===== config.mk =====
export PLATFORM = sky130hd
export DESIGN_NAME = seq11011_gen_flat
export DESIGN_NICKNAME = d
export VERILOG_FILES = /design/src/rtl/seq11011_pkg.sv /design/src/rtl/seq11011_gen_if.sv /design/src/rtl/seq_piso_shift.sv /design/src/rtl/seq11011_gen.sv /design/src/flat_wrapper.sv
export SDC_FILE = /design/constraint.sdc
export NUM_CORES = 1
export LEC_CHECK = 0
export CAP_MARGIN = 20
export CORE_ASPECT_RATIO = 0.9
export CORE_MARGIN = 2
export CORE_UTILIZATION = 30
export DETAILED_ROUTE_END_ITERATION = 7
export PLACE_DENSITY = 0.47
export REMOVE_ABC_BUFFERS = 1
export SETUP_SLACK_MARGIN = 0.3
export SLEW_MARGIN = 20
export SYNTH_ARGS = -nofsm -noshare
export SYNTH_HDL_FRONTEND = slang
export SYNTH_SLANG_ARGS = --single-unit

===== constraint.sdc =====
create_clock -name clk -period 2.1 [get_ports clk]
set_clock_uncertainty 0.05 [all_clocks]
set_input_delay 0.315 -clock clk [delete_from_list [all_inputs] [get_ports clk]]
set_output_delay 0.315 -clock clk [all_outputs]
set_load 0.1 [all_outputs]

===== src/rtl/seq11011_pkg.sv =====
// Shared definitions for the 11011 serial pattern transmitter.
//   - state encoding for the transmitter FSM
//   - default frame pattern and its width
//   - total_valid(): number of out_valid cycles for an N-frame transfer
package seq11011_pkg;

    typedef enum logic [1:0] {
        ST_IDLE = 2'd0,
        ST_SEND = 2'd1,
        ST_GAP  = 2'd2,
        ST_DONE = 2'd3
    } state_t;

    localparam int             DEF_PAT_W   = 5;
    localparam logic [4:0]     DEF_PATTERN = 5'b11011;

    // N frames of pat_w bits with gap zero bits between frames, none after the last.
    function automatic int total_valid(input int n, input int pat_w, input int gap);
        if (n <= 0) return 0;
        return n * pat_w + (n - 1) * gap;
    endfunction

endpackage


===== src/rtl/seq11011_gen_if.sv =====
// Control/serial bus of the 11011 transmitter.
//   start, n_frames : request side (driven by the requester, master)
//   err_inj         : last-frame corruption request, only with SEQ11011_GEN_ERR_INJ_EN
//   out, out_valid  : serial bit stream with qualifier
//   busy, done      : transfer status
interface seq11011_gen_if #(parameter int CNT_W = 8);
    logic             start;
    logic [CNT_W-1:0] n_frames;
`ifdef SEQ11011_GEN_ERR_INJ_EN
    logic             err_inj;
`endif
    logic             out;
    logic             out_valid;
    logic             busy;
    logic             done;

    modport master (
`ifdef SEQ11011_GEN_ERR_INJ_EN
        output err_inj,
`endif
        output start, n_frames,
        input  out, out_valid, busy, done
    );

    modport slave (
`ifdef SEQ11011_GEN_ERR_INJ_EN
        input  err_inj,
`endif
        input  start, n_frames,
        output out, out_valid, busy, done
    );
endinterface


===== src/rtl/seq_piso_shift.sv =====
// Loadable parallel-in/serial-out shift register, MSB first.
//   clk, rst : clock, synchronous active-high reset
//   load     : capture din (has priority over shift)
//   shift    : shift left by one, zero fill
//   din      : parallel load value
//   dout     : current MSB
module seq_piso_shift #(
    parameter int W = 5
) (
    input  logic         clk,
    input  logic         rst,
    input  logic         load,
    input  logic         shift,
    input  logic [W-1:0] din,
    output logic         dout
);
    logic [W-1:0] q;

    always_ff @(posedge clk) begin
        if (rst)        q <= '0;
        else if (load)  q <= din;
        else if (shift) q <= {q[W-2:0], 1'b0};
    end

    assign dout = q[W-1];
endmodule


===== src/rtl/seq11011_gen.sv =====
// 11011 serial frame transmitter.
// On an accepted start, sends n_frames copies of PATTERN MSB first on out with
// out_valid, separated by GAP zero bits, then pulses done for one cycle.
// Ports: clk, rst (sync, active-high), bus (seq11011_gen_if.slave).
// Optional: SEQ11011_GEN_ERR_INJ_EN adds bus.err_inj; when captured high the
// LSB of the last frame is inverted.
module seq11011_gen
    import seq11011_pkg::*;
#(
    parameter int               PAT_W   = DEF_PAT_W,
    parameter logic [PAT_W-1:0] PATTERN = DEF_PATTERN,
    parameter int               GAP     = 2,
    parameter int               CNT_W   = 8
) (
    input  logic           clk,
    input  logic           rst,
    seq11011_gen_if.slave  bus
);
    localparam int BW = (PAT_W > 1) ? $clog2(PAT_W) : 1;
    localparam int GW = (GAP > 1) ? $clog2(GAP + 1) : 1;

    state_t           state_q, state_n;
    logic [BW-1:0]    bit_q, bit_n;
    logic [CNT_W-1:0] frame_q, frame_n;   // frames remaining, including the current one
    logic [GW-1:0]    gap_q, gap_n;
    logic             out_q, out_n, vld_q, vld_n, busy_q, busy_n, done_q, done_n;

    logic             sh_load, sh_shift, sh_dout;
    logic [PAT_W-1:0] sh_din, fb;
    logic             inj_now;

`ifdef SEQ11011_GEN_ERR_INJ_EN
    logic err_q, err_n;
`else
    localparam logic err_q = 1'b0;
`endif

    function automatic logic [PAT_W-1:0] frame_bits(input logic inv);
        return PATTERN ^ {{(PAT_W-1){1'b0}}, inv};
    endfunction

    // The out register carries the current bit; the shifter holds the bits
    // still to come, so it is loaded with the frame already shifted by one.
    seq_piso_shift #(.W(PAT_W)) u_sh (
        .clk   (clk),
        .rst   (rst),
        .load  (sh_load),
        .shift (sh_shift),
        .din   (sh_din),
        .dout  (sh_dout)
    );

    always_comb begin
        state_n  = state_q;
        bit_n    = bit_q;
        frame_n  = frame_q;
        gap_n    = gap_q;
        out_n    = 1'b0;
        vld_n    = 1'b0;
        busy_n   = 1'b0;
        done_n   = 1'b0;
        sh_load  = 1'b0;
        sh_shift = 1'b0;
        sh_din   = '0;
        fb       = '0;
`ifdef SEQ11011_GEN_ERR_INJ_EN
        err_n    = err_q;
        inj_now  = bus.err_inj;
`else
        inj_now  = 1'b0;
`endif
        case (state_q)
            ST_IDLE: begin
                if (bus.start) begin
                    frame_n = bus.n_frames;
`ifdef SEQ11011_GEN_ERR_INJ_EN
                    err_n   = bus.err_inj;
`endif
                    busy_n  = 1'b1;
                    if (bus.n_frames == '0) begin
                        state_n = ST_DONE;
                        done_n  = 1'b1;
                    end else begin
                        state_n = ST_SEND;
                        fb      = frame_bits(inj_now && (bus.n_frames == CNT_W'(1)));
                        sh_load = 1'b1;
                        sh_din  = fb << 1;
                        out_n   = fb[PAT_W-1];
                        vld_n   = 1'b1;
                        bit_n   = BW'(PAT_W - 1);
                    end
                end
            end
            ST_SEND: begin
                busy_n = 1'b1;
                if (bit_q != '0) begin
                    sh_shift = 1'b1;
                    out_n    = sh_dout;
                    vld_n    = 1'b1;
                    bit_n    = bit_q - 1'b1;
                end else begin
                    frame_n = frame_q - 1'b1;
                    if (frame_q > CNT_W'(1)) begin
                        vld_n = 1'b1;
                        if (GAP > 0) begin
                            state_n = ST_GAP;
                            gap_n   = GW'(GAP > 0 ? GAP - 1 : 0);
                        end else begin
                            // back-to-back: next frame is the last when two remain now
                            fb      = frame_bits(err_q && (frame_q == CNT_W'(2)));
                            sh_load = 1'b1;
                            sh_din  = fb << 1;
                            out_n   = fb[PAT_W-1];
                            bit_n   = BW'(PAT_W - 1);
                        end
                    end else begin
                        state_n = ST_DONE;
                        done_n  = 1'b1;
                    end
                end
            end
            ST_GAP: begin
                busy_n = 1'b1;
                vld_n  = 1'b1;
                if (gap_q == '0) begin
                    state_n = ST_SEND;
                    fb      = frame_bits(err_q && (frame_q == CNT_W'(1)));
                    sh_load = 1'b1;
                    sh_din  = fb << 1;
                    out_n   = fb[PAT_W-1];
                    bit_n   = BW'(PAT_W - 1);
                end else begin
                    gap_n = gap_q - 1'b1;
                end
            end
            default: begin
                state_n = ST_IDLE;
            end
        endcase
    end

    always_ff @(posedge clk) begin
        if (rst) begin
            state_q <= ST_IDLE;
            bit_q   <= '0;
            frame_q <= '0;
            gap_q   <= '0;
            out_q   <= 1'b0;
            vld_q   <= 1'b0;
            busy_q  <= 1'b0;
            done_q  <= 1'b0;
        end else begin
            state_q <= state_n;
            bit_q   <= bit_n;
            frame_q <= frame_n;
            gap_q   <= gap_n;
            out_q   <= out_n;
            vld_q   <= vld_n;
            busy_q  <= busy_n;
            done_q  <= done_n;
        end
    end

`ifdef SEQ11011_GEN_ERR_INJ_EN
    always_ff @(posedge clk) begin
        if (rst) err_q <= 1'b0;
        else     err_q <= err_n;
    end
`endif

    assign bus.out       = out_q;
    assign bus.out_valid = vld_q;
    assign bus.busy      = busy_q;
    assign bus.done      = done_q;
endmodule


===== src/flat_wrapper.sv =====
// flat-port wrapper written by rule: the top's interface ports become plain ports
module seq11011_gen_flat import seq11011_pkg::*;
#(
    parameter int               PAT_W   = DEF_PAT_W,
    parameter logic [PAT_W-1:0] PATTERN = DEF_PATTERN,
    parameter int               GAP     = 2,
    parameter int               CNT_W   = 8
)
  (clk, rst, bus_start, bus_n_frames, bus_out, bus_out_valid, bus_busy, bus_done);
  seq11011_gen_if #(.CNT_W(CNT_W)) bus_i ();
  input  logic clk;
  input  logic rst;
  input wire logic [$bits(bus_i.start)-1:0] bus_start;
  input wire logic [$bits(bus_i.n_frames)-1:0] bus_n_frames;
  output wire logic [$bits(bus_i.out)-1:0] bus_out;
  output wire logic [$bits(bus_i.out_valid)-1:0] bus_out_valid;
  output wire logic [$bits(bus_i.busy)-1:0] bus_busy;
  output wire logic [$bits(bus_i.done)-1:0] bus_done;
  assign bus_i.start = bus_start;
  assign bus_i.n_frames = bus_n_frames;
  assign bus_out = bus_i.out;
  assign bus_out_valid = bus_i.out_valid;
  assign bus_busy = bus_i.busy;
  assign bus_done = bus_i.done;
  seq11011_gen #(.PAT_W(PAT_W), .PATTERN(PATTERN), .GAP(GAP), .CNT_W(CNT_W)) u_core (.clk(clk), .rst(rst), .bus(bus_i));
endmodule

==> impl_metrics.json, run 1 <==
{
  "outcome": "completed",
  "holdWs_ns": 0.408,
  "tns_ns": 0,
  "initial_core_util_pct": 30.6,
  "layout-drive-gt1-share_pct": 24.0,
  "slew_viol_final": 0,
  "antenna_found_initial": 0,
  "gp_congestion": 0.757,
  "reg2reg_to": "u_core.frame_q[0]",
  "synthesis.area_um2": 1450,
  "startpoint": "u_core.state_q[1]",
  "crit_end": "u_core.frame_q[0]",
  "reg2reg_from": "u_core.state_q[1]",
  "synthCells": 164,
  "setup_viol_count_final": 0,
  "area_growth_pct": 27.6,
  "synth-seq-cells": 23,
  "ys.flop_type": "dfxtp_1",
  "port_buffers": 14,
  "required_ns": 2.26,
  "reg2reg_setup_slack_ns": 0.33,
  "period_share_pct": 84.2,
  "cts_tree": "done",
  "async_flop_share_pct": 0,
  "clock_latency_ns": 0.27,
  "grt_usage_pct": 13.4,
  "wl_per_cell_um": 14.9,
  "drtAntennaViolNets": 0,
  "synth_cell_types": 49,
  "routed_wl_mm": 3.71,
  "synth-seq-area-share_pct": 31.7,
  "synth.area.top_cells": "dfxtp_1, ha_1, a21oi_1",
  "max_clock_freq_mhz": 565,
  "drc": 0,
  "ir_drop_uv": 635,
  "start_kind": "flip-flop",
  "crit_fanout": 6,
  "critPathCaptureType": "flip-flop",
  "via_per_inst": 5.26,
  "power_density_nw_per_um2": 1530,
  "grt_max_degree": 23,
  "synth_top_area_cell": "dfxtp_1",
  "die_w_um": 77.4,
  "hold_viol": 0,
  "via_count": 1304,
  "clock-sinks": 23,
  "dp_hpwl_mm": 2.59,
  "relSlewSlack_pct": 61.1,
  "cts_made_buffers": 3,
  "worst_pin_slew_ns": 0.582,
  "overflow": 0,
  "synthTopCellsByCount": "dfxtp_1, a21oi_1, nand2_1, ha_1, inv_1",
  "die_h_um": 70.0,
  "drv_cap": 0,
  "p_leak_nw": 0.714,
  "drt_iter0_drc": 52,
  "cts_root_buf": "clkbuf_8",
  "rsz0062_at_grt": "yes",
  "crit_type": "flip-flop to flip-flop",
  "htree_levels": 1,
  "synth-edff-count": 0,
  "ys_warn_count": 0,
  "avgSynthCellArea_um2": 8.86,
  "cp.arrival_ns": 1.92,
  "worstRegToRegCells": 8,
  "grt_pass1_wl_mm": 5.88,
  "nets": 205,
  "synth_top_area_share_pct": 31.7,
  "n_antenna_cell": 0,
  "fin_crit_ns": 1.77,
  "rows": 24,
  "die-area_um2": 5420,
  "first_pass_iters": 4,
  "grt_pass1_vias": 1232,
  "synth_most_common_cell": "dfxtp_1",
  "core_area_um2": 4740,
  "clockBufferDepth": 2,
  "path_clk_slew_ns": 0.09,
  "hold_class": "flip-flop to flip-flop",
  "ioPinCount": 15
}
==> critical path: stages, from the launching register on <==
cell     delay (ns)
dfxtp_4        0.36
inv_1          0.12
ha_2           0.22
buf_6          0.14
mux2i_4        0.24
a21oi_2        0.06
buf_4          0.18
a31o_2         0.22
a21oi_1        0.10
==> flip-flops by register name, indices dropped and copies added (netlist names) <==
name and flops:
u_core.frame_q 8, u_core.u_sh.q 4, u_core.bit_q 3, u_core.gap_q 2
u_core.state_q 2, u_core.bus.busy 1, u_core.bus.done 1, u_core.bus.out 1
u_core.bus.out_valid 1
==> cells in the final DEF (no fill, tap or decap), types with 2 or more instances in the layout <==
| master | n |
|---|---|
| a211oi_1 | 4 |
| and4_1 | 2 |
| nor2b_1 | 7 |
| o22ai_1 | 3 |
| o211ai_1 | 2 |
| dfxtp_4 | 2 |
| dfxtp_1 | 21 |
| o21ai_0 | 9 |
| nand2b_1 | 3 |
| nor3b_1 | 2 |
| nand4_1 | 3 |
| clkbuf_8 | 3 |
| nor3_1 | 2 |
| a31o_2 | 3 |
| inv_1 | 9 |
| a21boi_0 | 3 |
| clkdlybuf4s50_1 | 7 |
| nand3_1 | 3 |
| dlymetal6s2s_1 | 3 |
| ha_1 | 7 |
| a21oi_1 | 16 |
| nor2_1 | 3 |
| mux2i_1 | 3 |
| buf_6 | 2 |
| nand2_1 | 10 |
| nor4_4 | 2 |
| a21oi_2 | 2 |
| a311oi_1 | 3 |
| ha_4 | 2 |
| buf_4 | 12 |
==> repair_timing <==
item                       in CTS  in global routing
resized for setup               5                 26
buffers inserted                0                  2
hold buffers                    0                  0
setup endpoints to repair      14                 16
cloned                          0                  1
pin swaps                       0                  4
==> layout make-up <==
type,instances,area (um^2)
sequential,23,468
fill,507,2890
timing repair buffer,24,220
multi-input combinational,122,1000
inverter,10,37.5
clock buffer,4,45.0
tap,65,81.3
==> per-stage QoR <==
step	cells	utilization (%)	cell area [um^2]	setup slack [ns]	power [mW]
after floorplan	155	-	1410	-0.0859	1.88
after global placement	241	35.3	1680	0.0845	2.25
after detailed placement	241	35.3	1680	0.0466	2.28
after CTS	245	36.6	1740	0.312	2.61
after global routing	248	39.1	1850	0.216	3.04
final	248	39.1	1850	0.331	2.83
==> layer usage <==
metal  vias up  global-route usage (%)  wire (um)
li1        649                       -          -
met1       625                    17.8       1730
met2        22                    21.7       1830
met3         8                    2.84         85
met4         0                    4.37         61
met5         -                       0          0
==> worst min path at each step <==
stage                     startpoint           endpoint  slack (ns)  cells past startpoint
floorplan                        rst  u_core.state_q[1]        0.33                      1
global placement    u_core.u_sh.q[1]   u_core.u_sh.q[1]        0.40                      2
detailed placement  u_core.u_sh.q[1]   u_core.u_sh.q[1]        0.40                      2
CTS                 u_core.u_sh.q[1]   u_core.u_sh.q[1]        0.41                      2
global route        u_core.u_sh.q[1]   u_core.u_sh.q[1]        0.44                      2
finish              u_core.u_sh.q[1]   u_core.u_sh.q[1]        0.41                      2
==> kinds of logic after synthesis <==
family                     Yosys count  synth area share [%]
adders and majority gates           10                  8.61
DFF                                 23                  31.7
AOI/OAI and AO/OA                   58                  27.1
and+or+nand+nor                     49                  23.3
muxes                                5                  3.79
buffers and inverters               19                  5.43
==> power by group <==
| part | switching, mW | internal [mW] | total (mW) |
|---|---|---|---|
| Clock | 0.147 | 0.136 | 0.282 |
| Combinational | 1.04 | 0.730 | 1.77 |
| Sequential | 0.166 | 0.611 | 0.777 |
| Total | 1.36 | 1.48 | 2.83 |
No activity file was read; power rests on OpenSTA's default activity.
==> run 2, diff against run 1 <==
==> constraint.sdc (replaced) <==
create_clock -name clk -period 1.82 [get_ports clk]
set_clock_uncertainty 0.05 [all_clocks]
set_input_delay 0.273 -clock clk [delete_from_list [all_inputs] [get_ports clk]]
set_output_delay 0.273 -clock clk [all_outputs]
set_load 0.1 [all_outputs]
==> run 2 against run 1 <==
Effect of this change: global-route usage up 2.2 points; register-to-register slack worse by 0.08 ns; non-clock buffer count up 25; first-iteration DRC count down 3.8%; sequential share of layout area down 4.4 points; sequential power up 20%; maximum frequency up 13%; hold slack worse by 0.011 ns; setup slack worse by 0.081 ns; critical endpoint is now u_core.frame_q[6]; highest routed layer unchanged.
==> impl_metrics.json, run 2 (synthesis results as in run 1) <==
{
  "period_share_pct": 86.3,
  "grt_max_degree": 25,
  "clockBufferDepth": 2,
  "rows": 24,
  "slew_viol_final": 0,
  "mostFrequentLayoutCell": "buf_4",
  "cp.arrival_ns": 1.72,
  "overflow": 0,
  "reg_top3": "u_core.frame_q (8), u_core.u_sh.q (4), u_core.bit_q (3)",
  "first_pass_iters": 4,
  "die-area_um2": 5420,
  "p_leak_nw": 0.894,
  "cts_tree": "done",
  "cts_made_buffers": 3,
  "gp_congestion": 0.803,
  "htree_levels": 1,
  "core_area_um2": 4740,
  "cts_hold_buf": 0,
  "critPathCaptureType": "flip-flop",
  "path_clk_slew_ns": 0.09,
  "totalPowerFinal_mw": 4.18,
  "hold_viol": 0,
  "via_count": 1409,
  "clock-sinks": 23,
  "rsz0062_at_grt": "yes",
  "via_per_inst": 5.16,
  "routed_wl_mm": 4.09,
  "mostFrequentLayoutCells": "buf_4, dfxtp_1, a21oi_1",
  "dp_hpwl_mm": 2.60,
  "drc": 0,
  "tns_ns": 0,
  "power_density_nw_per_um2": 1850,
  "ioPinCount": 15,
  "multi_input_area_um2": 1130,
  "clock_latency_ns": 0.27,
  "filler_cell_count": 482,
  "worst_pin_slew_ns": 0.469,
  "hold_class": "flip-flop to flip-flop",
  "n_antenna_cell": 0,
  "grt_pass1_wl_mm": 6.76,
  "fin_crit_ns": 1.57,
  "grt_pass1_vias": 1341,
  "drtAntennaViolNets": 0,
  "crit_type": "flip-flop to flip-flop",
  "nets": 230,
  "wl_per_cell_um": 15.0,
  "ir_drop_uv": 888,
  "start_kind": "flip-flop",
  "layout-drive-gt1-share_pct": 46.2,
  "drt_iter0_drc": 50,
  "ff_latch_area_um2": 470,
  "required_ns": 1.97,
  "port_buffers": 14,
  "max_clock_freq_mhz": 637,
  "grt_usage_pct": 15.6,
  "area_growth_pct": 55.3,
  "largest_reg_flops": 8,
  "regMostFlops": "u_core.frame_q",
  "drv_cap": 0,
  "antenna_found_initial": 0,
  "setup_viol_count_final": 0,
  "die_w_um": 77.4,
  "die_h_um": 70.0,
  "initial_core_util_pct": 30.6,
  "outcome": "completed",
  "crit_fanout": 5,
  "relSlewSlack_pct": 68.4,
  "cts_root_buf": "clkbuf_8"
}
[run 2: cell types whose count changed in the layout (fill, tap and decap cells not counted), moves of 3 or more]
cell / delta
buf_4: +14
dfxtp_1: -4
dfxtp_2: +5
o21ai_0: -4
a21oi_2: +3
ha_1: -3
buf_6: +4
clkdlybuf4s50_1: -6
inv_4: +3
dlygate4sd2_1: +8
inv_1: -5
buf_12: +3
[run 2: timing repair]
item / in CTS / in global routing
pin swaps: 7 / 13
cloned: 2 / 1
gates resized for setup: 38 / 50
endpoints found under the setup margin: 22 / 22
buffers inserted: 4 / 9
[run 2: metrics by stage]
stage	util, %	cells	setup slack [ns]	instance area, um^2	hold WS, ns
2_1_floorplan	-	155	-0.366	1410	0.291
3_3_place_gp	37.5	253	-0.139	1780	0.411
3_5_place_dp	37.5	253	-0.186	1780	0.405
4_1_cts	42.1	263	0.267	2000	0.418
5_1_grt	47.5	273	0.192	2260	0.420
6_report	47.5	273	0.250	2260	0.397
[run 2: cell type report]
cell class                      instances  share of cell area [%]
Clock buffer                            4                    2.00
Inverter                               10                    2.00
Multi-Input combinational cell        122                    50.2
Sequential cell                        23                    20.9
Tap cell                               65                    3.61
Timing Repair Buffer                   49                    21.3
[run 2: critical path: stages, from the launching register on]
cell      delay [ns]
dfxtp_4         0.37
inv_4           0.06
ha_4            0.12
or3b_4          0.41
o31ai_4         0.20
a21oi_2         0.09
a211oi_2        0.18
[run 2: final timing paths]
check,startpoint,endpoint,slack [ns],cells after the start
worst max-delay path,u_core.frame_q[1],u_core.frame_q[6],0.25,6
worst min-delay path,u_core.gap_q[0],u_core.gap_q[0],0.40,1
worst min register to register,u_core.gap_q[0],u_core.gap_q[0],0.40,1
worst max register to register,u_core.frame_q[1],u_core.frame_q[6],0.25,6
[run 2: metal layers]
| metal | GRT usage [%] | vias to the layer above | routed length [um] |
|---|---|---|---|
| li1 | - | 709 | - |
| met1 | 21.6 | 682 | 1950 |
| met2 | 24.2 | 13 | 2000 |
| met3 | 3.75 | 5 | 92 |
| met4 | 4.56 | 0 | 43 |
| met5 | 0 | - | 0 |
[run 2: where the power goes]
group	switching, mW	total (mW)	internal, mW
registers	0.220	0.930	0.710
clock network	0.179	0.336	0.157
logic	1.47	2.91	1.44
total	1.87	4.18	2.30
